File: config.mk
export PLATFORM = sky130hd
export DESIGN_NAME = alu_share_arb
export DESIGN_NICKNAME = d
export VERILOG_FILES = /design/src/rtl/alu_pkg.sv /design/src/rtl/alu_rr_arb2.sv /design/src/rtl/alu_share_arb.sv
export SDC_FILE = /design/constraint.sdc
export NUM_CORES = 1
export LEC_CHECK = 0
export BUFFER_PORTS_ARGS = -buffer_cell sky130_fd_sc_hd__buf_2
export CORE_MARGIN = 2
export CORE_UTILIZATION = 35
export CTS_CLUSTER_SIZE = 12
export DETAILED_ROUTE_END_ITERATION = 10
export PLACE_DENSITY = 0.73
export SLEW_MARGIN = 20
export SYNTH_ARGS = -nofsm -noshare
export SYNTH_HDL_FRONTEND = slang
export SYNTH_SLANG_ARGS = --single-unit
File: constraint.sdc
create_clock -name clk -period 3.4 [get_ports clk]
set_clock_uncertainty 0.05 [all_clocks]
set_input_delay 0.68 -clock clk [delete_from_list [all_inputs] [get_ports clk]]
set_output_delay 0.68 -clock clk [all_outputs]
set_load 0.05 [all_outputs]
File: src/rtl/alu_pkg.sv
// Shared ALU definitions: default widths, op-code encoding and the op legality check.
package alu_pkg;
  localparam int XLEN_DEF = 32;
  localparam int OPW_DEF  = 4;

  localparam logic [3:0] ALU_AND = 4'b0000;
  localparam logic [3:0] ALU_OR  = 4'b0001;
  localparam logic [3:0] ALU_ADD = 4'b0010;
  localparam logic [3:0] ALU_SUB = 4'b0110;
  localparam logic [3:0] ALU_SLT = 4'b0111;
  localparam logic [3:0] ALU_SRA = 4'b1000;
  localparam logic [3:0] ALU_XOR = 4'b1100;
  localparam logic [3:0] ALU_SLL = 4'b1101;
  localparam logic [3:0] ALU_SRL = 4'b1110;
  localparam logic [3:0] ALU_NOP = 4'b1111;

  function automatic logic is_legal_op(input logic [3:0] op);
    logic ok;
    case (op)
      ALU_AND, ALU_OR, ALU_ADD, ALU_SUB, ALU_SLT,
      ALU_SRA, ALU_XOR, ALU_SLL, ALU_SRL: ok = 1'b1;
      default:                            ok = 1'b0;
    endcase
    return ok;
  endfunction
endpackage

File: src/rtl/alu_rr_arb2.sv
// Two-way combinational grant for the shared ALU; round-robin by default,
// fixed priority to requester 0 when ALU_ARB_FIXED_PRIO_EN is defined.
module alu_rr_arb2 (
  input  logic i_clk,
  input  logic i_rst,
  input  logic i_req0_vld,
  input  logic i_req1_vld,
  output logic o_gnt0,
  output logic o_gnt1
);
`ifdef ALU_ARB_FIXED_PRIO_EN
  logic w_unused;
  assign w_unused = i_clk ^ i_rst;
  assign o_gnt0   = i_req0_vld;
  assign o_gnt1   = i_req1_vld & ~i_req0_vld;
`else
  // r_rr_ptr names the requester that wins the next tie
  logic r_rr_ptr;
  assign o_gnt0 = i_req0_vld & (~i_req1_vld | ~r_rr_ptr);
  assign o_gnt1 = i_req1_vld & ~o_gnt0;

  always_ff @(posedge i_clk) begin
    if (i_rst) begin
      r_rr_ptr <= 1'b0;
    end else if (o_gnt0 | o_gnt1) begin
      r_rr_ptr <= o_gnt0;
    end
  end
`endif
endmodule

File: src/rtl/alu_share_arb.sv
// Shares one integer ALU between the execute path (req0) and an auxiliary unit (req1);
// 2-cycle request-to-response, no response backpressure. Option: ALU_ARB_FIXED_PRIO_EN.
module alu_share_arb
  import alu_pkg::*;
#(
  parameter int XLEN = XLEN_DEF,
  parameter int OPW  = OPW_DEF
) (
  input  logic            clk,
  input  logic            rst,
  input  logic            req0_valid,
  output logic            req0_ready,
  input  logic [OPW-1:0]  req0_op,
  input  logic [XLEN-1:0] req0_a,
  input  logic [XLEN-1:0] req0_b,
  input  logic            req1_valid,
  output logic            req1_ready,
  input  logic [OPW-1:0]  req1_op,
  input  logic [XLEN-1:0] req1_a,
  input  logic [XLEN-1:0] req1_b,
  output logic            rsp0_valid,
  output logic [XLEN-1:0] rsp0_result,
  output logic            rsp0_zero,
  output logic            rsp0_err,
  output logic            rsp1_valid,
  output logic [XLEN-1:0] rsp1_result,
  output logic            rsp1_zero,
  output logic            rsp1_err,
  output logic [OPW-1:0]  alu_op,
  output logic [XLEN-1:0] alu_a,
  output logic [XLEN-1:0] alu_b,
  input  logic [XLEN-1:0] alu_result,
  input  logic            alu_zero
);
  logic            w_gnt0, w_gnt1, w_xfer;
  logic [OPW-1:0]  w_sel_op;
  logic [XLEN-1:0] w_sel_a, w_sel_b;

  logic            r_iss_vld, r_iss_id, r_iss_ill;
  logic [OPW-1:0]  r_iss_op;
  logic [XLEN-1:0] r_iss_a, r_iss_b;

  logic            r_rsp_vld  [2];
  logic [XLEN-1:0] r_rsp_res  [2];
  logic            r_rsp_zero [2];
  logic            r_rsp_err  [2];

  alu_rr_arb2 u_arb (
    .i_clk      (clk),
    .i_rst      (rst),
    .i_req0_vld (req0_valid),
    .i_req1_vld (req1_valid),
    .o_gnt0     (w_gnt0),
    .o_gnt1     (w_gnt1)
  );

  assign req0_ready = w_gnt0;
  assign req1_ready = w_gnt1;
  assign w_xfer     = w_gnt0 | w_gnt1;
  assign w_sel_op   = w_gnt1 ? req1_op : req0_op;
  assign w_sel_a    = w_gnt1 ? req1_a  : req0_a;
  assign w_sel_b    = w_gnt1 ? req1_b  : req0_b;

  always_ff @(posedge clk) begin
    if (rst) begin
      r_iss_vld <= 1'b0;
      r_iss_id  <= 1'b0;
      r_iss_ill <= 1'b0;
      r_iss_op  <= ALU_NOP;
      r_iss_a   <= '0;
      r_iss_b   <= '0;
    end else begin
      r_iss_vld <= w_xfer;
      if (w_xfer) begin
        r_iss_id  <= w_gnt1;
        r_iss_ill <= ~is_legal_op(w_sel_op);
        r_iss_op  <= w_sel_op;
        r_iss_a   <= w_sel_a;
        r_iss_b   <= w_sel_b;
      end
    end
  end

  // An illegal code never reaches the ALU; it sees a NOP with zeroed operands instead
  always_comb begin
    alu_op = ALU_NOP;
    alu_a  = '0;
    alu_b  = '0;
    if (r_iss_vld && !r_iss_ill) begin
      alu_op = r_iss_op;
      alu_a  = r_iss_a;
      alu_b  = r_iss_b;
    end
  end

  always_ff @(posedge clk) begin
    if (rst) begin
      for (int i = 0; i < 2; i++) begin
        r_rsp_vld[i]  <= 1'b0;
        r_rsp_res[i]  <= '0;
        r_rsp_zero[i] <= 1'b0;
        r_rsp_err[i]  <= 1'b0;
      end
    end else begin
      r_rsp_vld[0] <= r_iss_vld & ~r_iss_id;
      r_rsp_vld[1] <= r_iss_vld & r_iss_id;
      if (r_iss_vld) begin
        r_rsp_res[r_iss_id]  <= r_iss_ill ? '0 : alu_result;
        r_rsp_zero[r_iss_id] <= r_iss_ill ? 1'b0 : alu_zero;
        r_rsp_err[r_iss_id]  <= r_iss_ill;
      end
    end
  end

  assign rsp0_valid  = r_rsp_vld[0];
  assign rsp0_result = r_rsp_res[0];
  assign rsp0_zero   = r_rsp_zero[0];
  assign rsp0_err    = r_rsp_err[0];
  assign rsp1_valid  = r_rsp_vld[1];
  assign rsp1_result = r_rsp_res[1];
  assign rsp1_zero   = r_rsp_zero[1];
  assign rsp1_err    = r_rsp_err[1];
endmodule

==> results.py <==
metrics = {
    "synth": {
        "postSynth.asyncResetShare": 0,
        "yosys_warnings": 0,
        "syn_inst": 647,
        "yosysUniqueCellTypes": 31,
        "synth.most_common_cell": "nor2_1",
        "synth_mux_area_frac": 0.100,
        "synthSimpleGateAreaFrac": 0.240,
        "syn_nets": 820,
        "synth_compound_area_frac": 0.0864,
        "synthTopCellsByCount": "156 x nor2_1, 74 x dfxtp_1, 68 x edfxtp_1",
        "synth_top_area_cell": "edfxtp_1",
        "yosysSeqAreaShare": 0.529,
        "synth_flop_cell": "dfxtp_1",
        "netlist_top_cells_area": "edfxtp_1 31%, dfxtp_1 22%, nor2_1 8.8%",
        "synth_fa_ha_area_frac": 0,
        "synth_top_area_frac": 0.307,
        "synth_top_family_by_area": "simple AND/OR/NAND/NOR gates",
        "synth-seq-cells": 142,
        "synth-edff-count": 68,
        "syn_avg_cell_area_um2": 10.3,
        "netlist_area_um2": 6660,
        "synth_xor_area_frac": 0,
    },
    "pwr": {
        "p_clk_frac": 0.379,
        "swShare": 0.317,
        "peakVddDrop_v": 0.000316,
        "seq_power_share": 0.421,
        "power_uw": 4660,
        "p_int_uw": 3180,
        "combPwrFrac": 0.200,
        "power-per-cell-area_nw_per_um2": 523,
        "leakage_uw": 0.00420,
        "switchingPower_uw": 1480,
    },
    "floorplan": {
        "die_x_um": 142,
        "num_io_pins": 313,
        "std_cell_rows": 50,
        "die_y_um": 142,
        "coreArea_um2": 18700,
        "start_util": 0.356,
        "die_area_um2": 20200,
    },
    "place": {
        "io_buffers": 312,
        "gp_congestion": 0.804,
        "dp_hpwl_mm": 13.1,
    },
    "worst_hold_path": {
        "holdCritPathClass": "reg -> reg",
    },
    "cts": {
        "cts_resized": 0,
        "clock-root-buffer": "clkbuf_16",
        "post_cts_buffers": 0,
        "cts_buffers": 17,
        "clk_pin_slew_worst_paths_ns": 0.07,
        "hold_buffers": 0,
        "clk_latency_ns": 0.41,
        "cts.sinks": 142,
        "cts_buffer_depth": 2,
        "h-tree-depth": 4,
        "cts_tree": "done",
    },
    "sta": {
        "fin_tns_setup_ns": 0,
        "fin_crit_sh": 0.846,
        "fin_crit_ns": 2.88,
        "hold_ws_ns": 0.470,
        "relSlewSlack": 0.286,
        "rsz0062_at_grt": "no",
        "slew_viol_final": 0,
        "setup_violations": 0,
        "tightest_slew_ns": 1.06,
        "fmax_ghz": 0.348,
        "hold_viol": 0,
    },
    "cells_and_area": {
        "final_nets": 1110,
        "drive_gt1_frac": 0.434,
        "n_antenna_cell": 0,
        "syn_to_final_growth_pct": 33.7,
    },
    "setup_path": {
        "path_class": "reg -> out",
        "cp-end-kind": "output port",
        "required_ns": 2.67,
        "cp.arrival_ns": 2.15,
        "start_kind": "flip-flop",
        "crit_fanout": 36,
    },
    "grt": {
        "grt_pass1_wl_mm": 28.1,
        "grt-ovfl-total": 0,
        "grt_pass1_vias": 5523,
        "antenna_found_initial": 0,
        "grt_max_degree": 87,
        "grt_usage": 0.178,
    },
    "drt": {
        "vias": 5816,
        "wl_per_cell_um": 15.8,
        "dr.pass1.iters": 4,
        "routed_wl_mm": 18.7,
        "antenna_left": 0,
        "drt-initial-drc-count": 253,
        "drt_drc_violations_left": 0,
        "vias_per_cell": 4.91,
    },
    "outcome": {
        "outcome": "finished clean",
    },
    "run": {
        "drv_cap": 0,
    },
}
[logic make-up (layout without fill, tap and decap cells)]
logic type / Yosys count / in the layout
AOI/OAI and AO/OA: 58 / 58
buffers and inverters: 57 / 360
DFF: 142 / 142
muxes: 64 / 64
and+or+nand+nor: 326 / 326
[per-layer routing]
metal | vias up | GRT usage | wire [µm]
li1 | 2821 | - | -
met1 | 2729 | 0.221 | 8240
met2 | 253 | 0.309 | 9100
met3 | 13 | 0.0431 | 1180
met4 | 0 | 0.0521 | 202
met5 | - | 0 | 0
[registers in the layout, summed over array words and instances, names as in the netlist]
register        count
r_iss_id            1
u_arb.r_rr_ptr      1
r_iss_b            32
r_rsp_res          64
r_rsp_zero          2
r_iss_vld           1
r_iss_ill           1
r_iss_op            4
r_iss_a            32
r_rsp_vld           2
r_rsp_err           2
[worst max-delay path, cell delays in order, from the launching register on]
cell and delay, ns:
dfxtp_1 0.34, and2b_2 0.65, buf_4 0.32, and2_1 0.15, buf_2 0.27
[metrics by stage]
stage / std cells / utilization / setup WS (ns) / instance area, µm²
final: 1184 / 0.476 / 0.523 / 8910
after global routing: 1184 / 0.476 / 0.363 / 8910
after CTS: 1184 / 0.476 / 0.449 / 8910
after floorplan: 647 / - / 0.941 / 6660
after global placement: 1152 / 0.446 / 0.880 / 8350
after detailed placement: 1152 / 0.446 / 0.847 / 8350
[power by group through the flow]
stage	Sequential, µW	Clock (µW)	Combinational, µW
finish	1960	1770	931
floorplan	2160	0	496
detailed placement	2000	0	936
global route	1970	1880	997
global placement	2000	0	922
CTS	1960	1810	938
[cell type report]
class	count	area [µm²]
well taps	234	293
clock inverters	14	121
fillers	1750	9800
inverters	5	18.8
clock buffers	18	439
repair buffers	323	1660
flip-flops and latches	142	3520
multi-input cells	448	2850
[placed cells by master, fill, tap and decap left out, types with 2 or more instances in the layout]
| master | count |
|---|---|
| inv_6 | 6 |
| dfxtp_1 | 74 |
| mux2_2 | 21 |
| a211oi_1 | 17 |
| and3_1 | 6 |
| nand2b_1 | 3 |
| nand2_1 | 36 |
| or2b_1 | 2 |
| o21bai_1 | 4 |
| nor2_1 | 156 |
| nor3_1 | 5 |
| clkinvlp_4 | 5 |
| nand2b_2 | 2 |
| nor3b_1 | 23 |
| inv_8 | 2 |
| buf_2 | 310 |
| a211oi_2 | 30 |
| o21ai_0 | 2 |
| o311ai_0 | 2 |
| mux2i_1 | 43 |
| edfxtp_1 | 68 |
| a21oi_1 | 3 |
| and2_1 | 64 |
| clkbuf_16 | 17 |
| nand3b_1 | 2 |
| nor4_1 | 21 |
| buf_4 | 12 |
| inv_1 | 4 |
[worst paths after layout]
check | start | to | slack (ns) | depth (start not counted)
min | r_iss_op[0] | r_iss_op[0] | 0.47 | 2
max reg2reg | r_iss_ill | r_rsp_res[0][17] | 1.33 | 3
min reg2reg | r_iss_op[0] | r_iss_op[0] | 0.47 | 2
max | r_iss_ill | alu_b[29] | 0.52 | 4
No activity file was read; power rests on OpenSTA's default activity.
